`src/rtl/riscv_pkg.sv`:
```
// Shared RV32 constants, reset defaults and the fetch FSM state type.
// The FAULT state exists only when ALIGN_CHECK_EN is defined.
package riscv_pkg;
  localparam int XLEN = 32;
  localparam logic [XLEN-1:0] NOP          = 32'h0000_0013;
  localparam logic [XLEN-1:0] RESET_PC_DEF = 32'h0000_0000;

`ifdef ALIGN_CHECK_EN
  typedef enum logic [1:0] {BOOT, RUN, FAULT} fetch_state_e;
`else
  typedef enum logic [1:0] {BOOT, RUN} fetch_state_e;
`endif
endpackage

```
`src/rtl/if_id_reg.sv`:
```
// IF/ID pipeline register: holds one fetched {pc, instr} pair with a valid bit.
// A flush clears the valid bit and takes priority over a load.
module if_id_reg
  import riscv_pkg::*;
(
  input  logic            clk,
  input  logic            rst_n,
  input  logic            load,
  input  logic            flush,
  input  logic [XLEN-1:0] in_pc,
  input  logic [XLEN-1:0] in_instr,
  output logic            valid,
  output logic [XLEN-1:0] pc,
  output logic [XLEN-1:0] instr
);
  always_ff @(posedge clk or negedge rst_n) begin
    if (!rst_n) begin
      valid <= 1'b0;
      pc    <= '0;
      instr <= NOP;
    end else if (flush) begin
      valid <= 1'b0;
    end else if (load) begin
      valid <= 1'b1;
      pc    <= in_pc;
      instr <= in_instr;
    end
  end
endmodule

```
`src/rtl/fetch_unit.sv`:
```
// Instruction fetch stage: PC register, BOOT/RUN(/FAULT) control and IF/ID register.
// Define ALIGN_CHECK_EN to trap misaligned redirect targets into a sticky FAULT state.
module fetch_unit
  import riscv_pkg::*;
#(
  parameter logic [XLEN-1:0] RESET_PC = RESET_PC_DEF
) (
  input  logic            clk,
  input  logic            rst_n,
  output logic [XLEN-1:0] pc_o,
  input  logic [XLEN-1:0] instr_i,
  input  logic            redirect_valid_i,
  input  logic [XLEN-1:0] redirect_pc_i,
  output logic            out_valid_o,
  input  logic            out_ready_i,
  output logic [XLEN-1:0] out_instr_o,
  output logic [XLEN-1:0] out_pc_o
`ifdef ALIGN_CHECK_EN
  ,
  output logic            fault_o
`endif
);
  localparam logic [XLEN-1:0] ALIGN_MASK = ~XLEN'(3);

  fetch_state_e    state_q, state_d;
  logic [XLEN-1:0] pc_q, pc_d, target;
  logic            load, flush;

  assign pc_o   = pc_q;
  assign target = redirect_pc_i & ALIGN_MASK;

  always_comb begin
    state_d = state_q;
    pc_d    = pc_q;
    load    = 1'b0;
    flush   = 1'b0;
    case (state_q)
      BOOT: state_d = RUN;
      RUN: begin
        if (redirect_valid_i) begin
          flush = 1'b1;
`ifdef ALIGN_CHECK_EN
          if (redirect_pc_i[1:0] != 2'b00) state_d = FAULT;
          else                             pc_d    = target;
`else
          pc_d = target;
`endif
        end else if (!out_valid_o || out_ready_i) begin
          load = 1'b1;
          pc_d = pc_q + XLEN'(4);
        end
      end
`ifdef ALIGN_CHECK_EN
      FAULT: flush = 1'b1;
`endif
      default: state_d = BOOT;
    endcase
  end

  always_ff @(posedge clk or negedge rst_n) begin
    if (!rst_n) begin
      state_q <= BOOT;
      pc_q    <= RESET_PC & ALIGN_MASK;
    end else begin
      state_q <= state_d;
      pc_q    <= pc_d;
    end
  end

`ifdef ALIGN_CHECK_EN
  assign fault_o = (state_q == FAULT);
`endif

  if_id_reg u_if_id (
    .clk      (clk),
    .rst_n    (rst_n),
    .load     (load),
    .flush    (flush),
    .in_pc    (pc_q),
    .in_instr (instr_i),
    .valid    (out_valid_o),
    .pc       (out_pc_o),
    .instr    (out_instr_o)
  );
endmodule

```
`config.mk`:
```
export PLATFORM = sky130hd
export DESIGN_NAME = fetch_unit
export DESIGN_NICKNAME = d
export VERILOG_FILES = /design/src/rtl/riscv_pkg.sv /design/src/rtl/if_id_reg.sv /design/src/rtl/fetch_unit.sv
export SDC_FILE = /design/constraint.sdc
export NUM_CORES = 1
export LEC_CHECK = 0
export BUFFER_PORTS_ARGS = -buffer_cell sky130_fd_sc_hd__buf_2
export CAP_MARGIN = 40
export CORE_UTILIZATION = 43
export CTS_CLUSTER_DIAMETER = 30
export DETAILED_ROUTE_END_ITERATION = 16
export GPL_TIMING_DRIVEN = 1
export MAX_ROUTING_LAYER = met4
export PLACE_DENSITY = 0.71
export SYNTH_ARGS = -nofsm -noshare
export SYNTH_HDL_FRONTEND = slang
export SYNTH_SLANG_ARGS = --single-unit
```
`constraint.sdc`:
```
create_clock -name clk -period 2.99 [get_ports clk]
set_input_delay 0.299 -clock clk [delete_from_list [all_inputs] [get_ports clk]]
set_output_delay 0.299 -clock clk [all_outputs]
set_load 0.005 [all_outputs]
```
== After elaboration in Yosys (flattened, before gate mapping) ==
Index checks and enable logic that the tools add are counted.
Word-level totals
  flip-flop bits (word level): 99
  bits of input ports: 68
  output and inout port bits: 97
  logic and storage cells: 25
Operators by class
  add/sub/neg operators: 1
  eq/ne operators: 1
  multiplexer cells: 10
  bitwise logic cells: 1
  reduce and logical (&&, ||, !) cells: 7
Operators with widths (number)
  32-bit two-way mux: 2
  32-bit by 3-bit adder with 32-bit output, second input constant: 1
  1-bit two-way mux: 7
  2-bit case mux with 2 select lines: 1
  2-bit AND reduction: 2
  2-bit nonzero test: 2
  2-bit by 1-bit equality test with 1-bit output, second input constant: 1
  2-bit logical NOT: 1
  1-bit logical NOT: 1
  1-bit logical OR: 1
  1-bit NOT: 1

== Longest topological paths before layout ==
Gate-level depths: netlist of run 1.
  word-level depth: 7
  depth in mapped cells: 7
  mapped depth without buffers: 6

== Modules after synthesis ==
From an unflattened synthesis of run 1, not the netlist that was laid out.
Second synthesis, totals
  cell total of the unflattened synthesis: 393
  area total of the unflattened synthesis: 4769.6 µm²
Modules (own cells, without submodules)
  if_id_reg: times used 1, cells each 139, area each 2737.6 µm², seq. area each 1630.3 µm²
  fetch_unit: times used 1, cells each 254, area each 2031.9 µm², seq. area each 775.7 µm²

== Worst setup path after synthesis of run 1 ==
OpenSTA, ideal clock, no wires.
  kind: register to register
  from: reg pc_q[2] (netlist: pc_o[2])
  to: reg pc_q[28] (netlist: pc_o[28])
  setup time: 136 ps
  arrival: 1596 ps
  required time: 2854 ps
  setup slack: 1259 ps
  cell stages (with the launch flop): 8
  buffers on the path: 1
  clock period less this slack: 1731 ps
  cell sequence: dfrtp_1 > ha_1 > and4_1 > buf_2 > nand4_1 > nor4_1 > xnor2_1 > a21oi_1
Between the ends
  longest elaborated chain between the ends: 3
Ends and longest elaborated chain
  from (decl): line fetch_unit.sv:26  | logic [XLEN-1:0] pc_q, pc_d, target;
  from (signal assigned): line fetch_unit.sv:63  | pc_q <= RESET_PC & ALIGN_MASK;
  from (signal assigned): line fetch_unit.sv:66  | pc_q <= pc_d;
  32-bit by 3-bit adder with 32-bit output: line fetch_unit.sv:50  | pc_d = pc_q + XLEN'(4);
  32-bit two-way mux: line fetch_unit.sv:48  | end else if (!out_valid_o || out_ready_i) begin
  32-bit two-way mux: line fetch_unit.sv:40  | if (redirect_valid_i) begin
Every way passes these cells. The select of a mux whose other input is x is not followed.
A chain may end at the register's enable or synchronous reset.

== Final worst setup path of run 1 ==
  from: reg pc_q[2] (netlist: pc_o[2])
  to: reg pc_q[22] (netlist: pc_o[22])
The elaborated chain is that of the path after synthesis.

==> results of run 1 <==
## worst min-delay path by stage
| stage | start | to | slack (ns) |
|---|---|---|---|
| 6_report | redirect_pc_i[25] | pc_o[25] | 0.15 |
| 5_1_grt | instr_i[9] | u_if_id.instr[9] | 0.14 |
| 2_1_floorplan | rst_n | pc_o[10] | 0.003 |
| 4_1_cts | redirect_pc_i[25] | pc_o[25] | 0.14 |
| 3_5_place_dp | rst_n | u_if_id.pc[12] | 0.19 |
| 3_3_place_gp | u_if_id.pc[21] | u_if_id.pc[21] | 0.48 |
## worst reg2reg max path: stages (launching register included)
cell	delay (ns)
dfrtp_1	0.47
ha_1	0.28
and4_1	0.35
nand4_2	0.25
nor4_1	0.38
xnor2_1	0.17
a21oi_1	0.08
## per-layer routing
metal  part of all wire  GRT usage  routed length [um]
met5                  0          -                   0
met4              0.024     0.0997                 267
met3              0.071     0.0470                 810
met2               0.48      0.349                5480
met1               0.42      0.293                4790
## cells by family (layout without fill, tap and decap cells)
| group | after synthesis | in the layout | share of synthesized area |
|---|---|---|---|
| simple gates | 127 | 127 | 0.163 |
| flops | 94 | 94 | 0.535 |
| mux | 68 | 68 | 0.172 |
| compound gates | 65 | 65 | 0.0903 |
| buf+inv | 29 | 188 | 0.0318 |
| other cells | 2 | 6 | 0.00170 |
| xor+xnor | 2 | 2 | 0.00398 |
| fa+ha+maj | 1 | 1 | 0.00284 |
## registers in the layout, indices dropped and copies added, names as in the netlist
name,count
pc_o,30
u_if_id.pc,30
state_q,1
u_if_id.instr,32
u_if_id.valid,1
## per-stage QoR
step                      hold WS [ns]  power [W]
after floorplan                0.00341    0.00215
after global placement           0.484    0.00255
after detailed placement         0.192    0.00260
after CTS                        0.141    0.00353
after global routing             0.139    0.00372
final                            0.148    0.00350
## where the power goes
group / leakage, nW / total, W / switching [W] / internal, W
clock: 0.110 / 0.000930 / 0.000438 / 0.000492
combinational: 1.35 / 0.000819 / 0.000372 / 0.000447
sequential: 1.09 / 0.00175 / 0.000215 / 0.00153
## area by class of cell
type | instances | share of cell area
Sequential cell | 94 | 0.423
Clock inverter | 4 | 0.0126
Multi-Input combinational cell | 268 | 0.346
Timing Repair Buffer | 168 | 0.160
Antenna cell | 1 | 0.000449
Tap cell | 133 | 0.0299
Clock buffer | 12 | 0.0260
Inverter | 4 | 0.00269
## cell usage in the layout, fill, tap and decap left out, types with 3 or more instances in the layout
cell	n
a21oi_1	17
mux2_2	62
buf_4	9
and2_1	3
conb_1	5
nand2b_1	3
nor4_1	5
dfstp_2	3
a31oi_1	6
o22ai_1	7
a211oi_1	4
nand3_1	14
buf_2	157
o21ai_0	16
nor2b_1	4
and3_1	4
nand4_1	13
or3_1	4
and4_1	7
dfrtp_1	91
nor2_1	26
a22oi_1	4
nor3_1	8
a311oi_1	3
clkbuf_8	10
nand2_1	26
mux2i_1	6
==> flow_results.xml, run 1 <==
<?xml version="1.0" encoding="UTF-8"?>
<metrics>
  <group name="timing">
    <metric name="worst_pin_slew" unit="ns">0.770</metric>
    <metric name="min_tclk_post_route" unit="ns">2.10</metric>
    <metric name="timing.final.crit_share" unit="">0.701</metric>
    <metric name="final_slew_violations" unit="">0</metric>
    <metric name="timing.final.ws_setup" unit="ns">0.894</metric>
    <metric name="achievable-frequency" unit="GHz">0.477</metric>
    <metric name="setup_repair_after_global_routing_missed_its_margin" unit="">false</metric>
    <metric name="timing.max_slew.rel_slack" unit="">0.483</metric>
    <metric name="totalNegativeSetupSlack" unit="ns">0</metric>
    <metric name="total_of_endpoints_with_negative_setup_slack_in_the_final_report" unit="">0</metric>
    <metric name="final.setup_skew" unit="ns">0.00908</metric>
    <metric name="timing_hold_violations_final" unit="">0</metric>
  </group>
  <group name="logic_synthesis">
    <metric name="synth_top_area_frac" unit="">0.517</metric>
    <metric name="syn-instance-count" unit="">388</metric>
    <metric name="dominantRegCellSynth" unit="">dfrtp_1</metric>
    <metric name="synth_largest_area_cell" unit="">dfrtp_1</metric>
    <metric name="synth_enable_flop_cells" unit="">0</metric>
    <metric name="synth.yosys.warnings" unit="">0</metric>
    <metric name="ys_top_cells_by_count" unit="">dfrtp_1 (91), mux2_2 (62), nand2_1 (26), nor2_1 (26), a21oi_1 (17)</metric>
    <metric name="post_synth.cell_area_avg" unit="um2">11.4</metric>
    <metric name="post_synth_main_area_contributors" unit="">dfrtp_1 (52%), mux2_2 (16%), nand2_1 (2.2%), nor2_1 (2.2%), a21oi_1 (1.9%)</metric>
    <metric name="synth_cell_types" unit="">47</metric>
    <metric name="post_synth_instance_area" unit="um2">4410</metric>
    <metric name="synth-seq-cells" unit="">94</metric>
    <metric name="synthMostInstantiatedCell" unit="">dfrtp_1</metric>
    <metric name="synth.yosys.seq_area_share" unit="">0.535</metric>
    <metric name="synth-async-reset-ratio" unit="">1.00</metric>
  </group>
  <group name="critical_path">
    <metric name="worst_path_dominant_cell_family" unit="">simple AND/OR/NAND/NOR gates</metric>
    <metric name="critical_path_depth" unit="">6</metric>
    <metric name="worst_path_max_delay_cell" unit="">dfrtp_1</metric>
    <metric name="cp.arrival" unit="ns">2.34</metric>
    <metric name="ff2ff_setup_slack" unit="ns">0.89</metric>
    <metric name="worstSetupStartpointType" unit="">flip-flop</metric>
    <metric name="cp_data_required_time" unit="ns">3.23</metric>
    <metric name="critical_path.reg2reg.startpoint" unit="">pc_o[2]</metric>
    <metric name="cp_max_fo" unit="">8</metric>
    <metric name="worstRegToRegCells" unit="">6</metric>
    <metric name="critical_path.max_stage_delay" unit="ns">0.47</metric>
    <metric name="setup.worst_path.start" unit="">pc_o[2]</metric>
    <metric name="crit_path_cell_trace" unit="">ha_1, and4_1, nand4_2, nor4_1, xnor2_1, a21oi_1</metric>
    <metric name="end_kind" unit="">flip-flop</metric>
    <metric name="r2r_end" unit="">pc_o[22]</metric>
    <metric name="cp-endpoint" unit="">pc_o[22]</metric>
    <metric name="timing.critical_path.buf_inv" unit="">0</metric>
    <metric name="worst_path_class_setup" unit="">reg2reg</metric>
  </group>
  <group name="routing">
    <metric name="postRouteAntennaNets" unit="">0</metric>
    <metric name="detail_route.drc_violations" unit="">0</metric>
    <metric name="vias_per_cell" unit="">5.41</metric>
    <metric name="firstDrtPassIters" unit="">4</metric>
    <metric name="num_vias" unit="">3701</metric>
    <metric name="wirelength" unit="mm">11.4</metric>
    <metric name="avgRoutedWirePerCell" unit="um">16.6</metric>
    <metric name="detail_route.iter0.violations" unit="">277</metric>
  </group>
  <group name="worst_hold_path">
    <metric name="hold_path_depth" unit="">3</metric>
    <metric name="hp-class" unit="">in2reg</metric>
  </group>
  <group name="placed_design">
    <metric name="gp_routability_congestion" unit="">0.858</metric>
    <metric name="numPlacedInstances" unit="">666</metric>
    <metric name="placement.setup.worst_slack" unit="ns">0.867</metric>
    <metric name="detailed_place.area" unit="um2">5350</metric>
    <metric name="hpwl" unit="mm">8.00</metric>
    <metric name="portBuffers" unit="">158</metric>
  </group>
  <group name="cells_and_area">
    <metric name="layout_cells_sized_above_1" unit="">0.465</metric>
    <metric name="layoutNonFillerInstCount" unit="">684</metric>
    <metric name="sequential_cell_area" unit="um2">2360</metric>
    <metric name="postLayoutCellArea" unit="um2">5570</metric>
    <metric name="num-fill-cells" unit="">896</metric>
    <metric name="final_util" unit="">0.565</metric>
    <metric name="final_net_count" unit="">614</metric>
    <metric name="multi_input_area" unit="um2">1930</metric>
    <metric name="area.growth.synth_to_final" unit="%">26.5</metric>
  </group>
  <group name="clock_network">
    <metric name="postCtsSetupBuffers" unit="">0</metric>
    <metric name="ctsHtreeMaxLevel" unit="">3</metric>
    <metric name="worst_setup_hold_path_clk_slew" unit="ns">0.09</metric>
    <metric name="numCtsBuffers" unit="">9</metric>
    <metric name="post_cts_hold_buffer_count" unit="">1</metric>
    <metric name="cts_repair_resize_count" unit="">0</metric>
    <metric name="tritoncts_num_sinks" unit="">94</metric>
    <metric name="worstSkewPairLatency" unit="ns">0.37</metric>
    <metric name="ctsRootBufferMaster" unit="">clkbuf_8</metric>
    <metric name="clock_tree_from_tritoncts" unit="">built</metric>
    <metric name="cts-root-to-sink-buffers" unit="">2</metric>
  </group>
  <group name="grt">
    <metric name="wire_length_of_the_first_global_routing_pass" unit="mm">17.7</metric>
    <metric name="grt_start_max_net_pins" unit="">67</metric>
    <metric name="grt_overflow" unit="">0</metric>
    <metric name="initial_antenna_violation_count" unit="">1</metric>
    <metric name="groute.usage.overall" unit="">0.228</metric>
    <metric name="vias_in_the_first_global_route" unit="">3529</metric>
  </group>
  <group name="die">
    <metric name="effective_utilization_at_floorplan" unit="">0.447</metric>
    <metric name="row_count" unit="">36</metric>
    <metric name="pin_count" unit="">165</metric>
    <metric name="placeableCoreArea" unit="um2">9860</metric>
    <metric name="dieHeight" unit="um">103</metric>
    <metric name="die_area" unit="um2">10700</metric>
    <metric name="die_width" unit="um">103</metric>
  </group>
  <group name="power">
    <metric name="worst_ir_drop_vdd" unit="mV">0.346</metric>
    <metric name="power-per-cell-area" unit="nW/um2">627</metric>
    <metric name="power_leakage" unit="nW">2.56</metric>
  </group>
  <group name="flow_run">
    <metric name="max_cap_viol" unit="">0</metric>
  </group>
  <group name="run_status">
    <metric name="run_status" unit="">completed</metric>
  </group>
</metrics>
Note: power is estimated with default switching activity, not from simulation.
==> run 2: changes to the inputs <==
--- a/config.mk
+++ b/config.mk
@@ -5,6 +5,7 @@
 export SDC_FILE = /design/constraint.sdc
 export NUM_CORES = 1
 export LEC_CHECK = 0
+export ABC_AREA = 1
 export BUFFER_PORTS_ARGS = -buffer_cell sky130_fd_sc_hd__buf_2
 export CAP_MARGIN = 40
 export CORE_UTILIZATION = 43
==> constraint.sdc (replaced) <==
create_clock -name clk -period 2.1 [get_ports clk]
set_input_delay 0.21 -clock clk [delete_from_list [all_inputs] [get_ports clk]]
set_output_delay 0.21 -clock clk [all_outputs]
set_load 0.005 [all_outputs]
==> flow_results.xml, run 2 <==
<?xml version="1.0" encoding="UTF-8"?>
<metrics>
  <group name="routing">
    <metric name="routed-wl-met2" unit="mm">5.77</metric>
    <metric name="topRoutingLayerUsed" unit="">met4</metric>
    <metric name="wire_length_on_met1" unit="mm">6.04</metric>
    <metric name="detail_route.iter0.violations" unit="">255</metric>
    <metric name="wirelength" unit="mm">12.8</metric>
    <metric name="avgRoutedWirePerCell" unit="um">13.7</metric>
    <metric name="vias_per_cell" unit="">4.89</metric>
    <metric name="postRouteAntennaNets" unit="">0</metric>
    <metric name="detail_route.drc_violations" unit="">0</metric>
    <metric name="num_vias" unit="">4583</metric>
    <metric name="wl_met3" unit="um">654</metric>
    <metric name="firstDrtPassIters" unit="">5</metric>
  </group>
  <group name="timing">
    <metric name="final_slew_violations" unit="">0</metric>
    <metric name="timing.final.ws_setup" unit="ns">0.346</metric>
    <metric name="min_tclk_post_route" unit="ns">1.75</metric>
    <metric name="final.setup_skew" unit="ns">0.00708</metric>
    <metric name="timing_hold_violations_final" unit="">0</metric>
    <metric name="totalNegativeSetupSlack" unit="ns">0</metric>
    <metric name="achievable-frequency" unit="GHz">0.570</metric>
    <metric name="total_of_endpoints_with_negative_setup_slack_in_the_final_report" unit="">0</metric>
    <metric name="whs" unit="ns">0.0490</metric>
    <metric name="timing.final.crit_share" unit="">0.835</metric>
    <metric name="worst_pin_slew" unit="ns">0.622</metric>
    <metric name="timing.max_slew.rel_slack" unit="">0.585</metric>
    <metric name="setup_repair_after_global_routing_missed_its_margin" unit="">false</metric>
  </group>
  <group name="clock_network">
    <metric name="clock_tree_from_tritoncts" unit="">built</metric>
    <metric name="cts_repair_resize_count" unit="">0</metric>
    <metric name="ctsHtreeMaxLevel" unit="">3</metric>
    <metric name="ctsRootBufferMaster" unit="">clkbuf_8</metric>
    <metric name="cts-root-to-sink-buffers" unit="">2</metric>
    <metric name="worstSkewPairLatency" unit="ns">0.35</metric>
    <metric name="numCtsBuffers" unit="">9</metric>
    <metric name="tritoncts_num_sinks" unit="">94</metric>
    <metric name="postCtsSetupBuffers" unit="">0</metric>
    <metric name="worst_setup_hold_path_clk_slew" unit="ns">0.09</metric>
  </group>
  <group name="logic_synthesis">
    <metric name="synth.yosys.seq_area_share" unit="">0.504</metric>
    <metric name="synth-async-reset-ratio" unit="">1.00</metric>
    <metric name="syn-instance-count" unit="">642</metric>
    <metric name="synth_top_area_frac" unit="">0.487</metric>
    <metric name="post_synth.cell_area_avg" unit="um2">7.28</metric>
    <metric name="synth_cell_types" unit="">30</metric>
    <metric name="synth_largest_area_cell" unit="">dfrtp_1</metric>
    <metric name="synth.yosys.warnings" unit="">0</metric>
    <metric name="synth_enable_flop_cells" unit="">0</metric>
    <metric name="synthMostInstantiatedCell" unit="">nand2_1</metric>
    <metric name="synth-seq-cells" unit="">94</metric>
    <metric name="ys_top_cells_by_count" unit="">nand2_1 (275), dfrtp_1 (91), nor2_1 (72)</metric>
    <metric name="post_synth_instance_area" unit="um2">4670</metric>
    <metric name="dominantRegCellSynth" unit="">dfrtp_1</metric>
    <metric name="post_synth_main_area_contributors" unit="">dfrtp_1 (49%), nand2_1 (22%), nor2_1 (5.8%), nand3_1 (3.6%), inv_1 (3.6%)</metric>
  </group>
  <group name="critical_path">
    <metric name="worst_path_dominant_cell_family" unit="">simple AND/OR/NAND/NOR gates</metric>
    <metric name="worst_path_max_delay_cell" unit="">dfrtp_1</metric>
    <metric name="cp_max_fo" unit="">5</metric>
    <metric name="critical_path.max_stage_delay" unit="ns">0.44</metric>
    <metric name="cp_data_required_time" unit="ns">2.34</metric>
    <metric name="end_kind" unit="">flip-flop</metric>
    <metric name="crit_path_cell_trace" unit="">ha_1, nand2_1, nor2_2, nand2_1, nor2_1, nand3_1, a21oi_1, nor2_1</metric>
    <metric name="worstSetupStartpointType" unit="">flip-flop</metric>
    <metric name="ff2ff_setup_slack" unit="ns">0.35</metric>
    <metric name="timing.critical_path.buf_inv" unit="">0</metric>
    <metric name="cp.arrival" unit="ns">2.00</metric>
    <metric name="worst_path_class_setup" unit="">reg2reg</metric>
  </group>
  <group name="cells_and_area">
    <metric name="num-fill-cells" unit="">1040</metric>
    <metric name="largest_register" unit="">u_if_id.instr</metric>
    <metric name="max_ffs_per_register" unit="">32</metric>
    <metric name="final_net_count" unit="">865</metric>
    <metric name="mostFrequentLayoutCells" unit="">nand2_1 (275), buf_2 (157), dfrtp_1 (91)</metric>
    <metric name="area.growth.synth_to_final" unit="%">23.3</metric>
    <metric name="layout_cells_sized_above_1" unit="">0.248</metric>
    <metric name="mostFrequentLayoutCell" unit="">nand2_1</metric>
    <metric name="diodes" unit="">0</metric>
  </group>
  <group name="die">
    <metric name="effective_utilization_at_floorplan" unit="">0.449</metric>
    <metric name="die_area" unit="um2">11300</metric>
    <metric name="row_count" unit="">37</metric>
    <metric name="dieHeight" unit="um">106</metric>
    <metric name="placeableCoreArea" unit="um2">10400</metric>
    <metric name="die_width" unit="um">106</metric>
    <metric name="pin_count" unit="">165</metric>
  </group>
  <group name="grt">
    <metric name="grt_start_max_net_pins" unit="">55</metric>
    <metric name="grt_overflow" unit="">0</metric>
    <metric name="groute.usage.overall" unit="">0.241</metric>
    <metric name="vias_in_the_first_global_route" unit="">4225</metric>
    <metric name="initial_antenna_violation_count" unit="">0</metric>
    <metric name="wire_length_of_the_first_global_routing_pass" unit="mm">20.6</metric>
  </group>
  <group name="placed_design">
    <metric name="gp_routability_congestion" unit="">0.894</metric>
    <metric name="placement.setup.worst_slack" unit="ns">0.384</metric>
    <metric name="portBuffers" unit="">158</metric>
    <metric name="hpwl" unit="mm">9.42</metric>
  </group>
  <group name="flow_run">
    <metric name="max_cap_viol" unit="">0</metric>
  </group>
  <group name="power">
    <metric name="worst_ir_drop_vdd" unit="mV">0.340</metric>
    <metric name="power-per-cell-area" unit="nW/um2">828</metric>
    <metric name="power_leakage" unit="nW">3.13</metric>
  </group>
  <group name="worst_hold_path">
    <metric name="hp-class" unit="">in2reg</metric>
  </group>
  <group name="run_status">
    <metric name="run_status" unit="">completed</metric>
  </group>
</metrics>
==> run 2: path summary, 6_finish.rpt <==
path,from,end,cells after the start
max,pc_o[3],pc_o[14],8
min,instr_i[11],u_if_id.instr[11],3
max reg2reg,pc_o[3],pc_o[14],8
min reg2reg,u_if_id.instr[0],u_if_id.instr[0],2
max in group asynchronous,rst_n,u_if_id.pc[13],3
min in group asynchronous,rst_n,u_if_id.instr[16],2
==> run 2: worst register-to-register path, delay by kind of cell, from the launching register on <==
| kind | cells | cell delay (ns) |
|---|---|---|
| flip-flops | 1 | 0.44 |
| AND/OR/NAND/NOR | 6 | 0.83 |
| AO/OA/AOI/OAI | 1 | 0.14 |
| adder cells (fa/ha/maj) | 1 | 0.23 |
==> run 2: per-layer routing <==
layer | vias to the layer above | GRT usage
met5 | - | -
met4 | 0 | 0.114
met3 | 24 | 0.0251
met2 | 174 | 0.362
met1 | 2098 | 0.329
li1 | 2287 | -
==> run 2: cells by family (layout without fill, tap and decap cells) <==
logic type | Yosys count | in the layout | synth area share
and+or+nand+nor | 401 | 401 | 0.345
adders and majority gates | 1 | 1 | 0.00268
DFF | 94 | 94 | 0.504
buffers and inverters | 75 | 231 | 0.0699
other | 2 | 5 | 0.00161
AOI/OAI and AO/OA | 69 | 69 | 0.0768
==> run 2: power breakdown <==
group | switching, W | internal [W]
logic | 0.000698 | 0.000516
clock network | 0.000627 | 0.000498
registers | 0.000286 | 0.00215
==> run 2: metrics by stage <==
| stage | std cells | power (W) | cell area (um2) | utilization |
|---|---|---|---|---|
| floorplan | 645 | 0.00305 | 4690 | - |
| global placement | 920 | 0.00365 | 5580 | 0.535 |
| detailed placement | 920 | 0.00369 | 5580 | 0.535 |
| CTS | 937 | 0.00483 | 5770 | 0.554 |
| global route | 937 | 0.00511 | 5770 | 0.554 |
| finish | 937 | 0.00477 | 5770 | 0.554 |
==> run 2: what timing repair did <==
| item | CTS | global route |
|---|---|---|
| hold buffers | 1 | 0 |
| hold endpoints to repair | 23 | 0 |
| endpoints found under the setup margin | 0 | 0 |
==> run 2: layout make-up <==
cell class | instances | area (um2) | area share
timing repair buffer | 167 | 876 | 0.152
clock buffer | 13 | 159 | 0.0276
sequential | 94 | 2360 | 0.409
inverter | 48 | 180 | 0.0313
clock inverter | 3 | 21.3 | 0.00369
tap | 136 | 170 | 0.0295
multi-input combinational | 476 | 2000 | 0.347
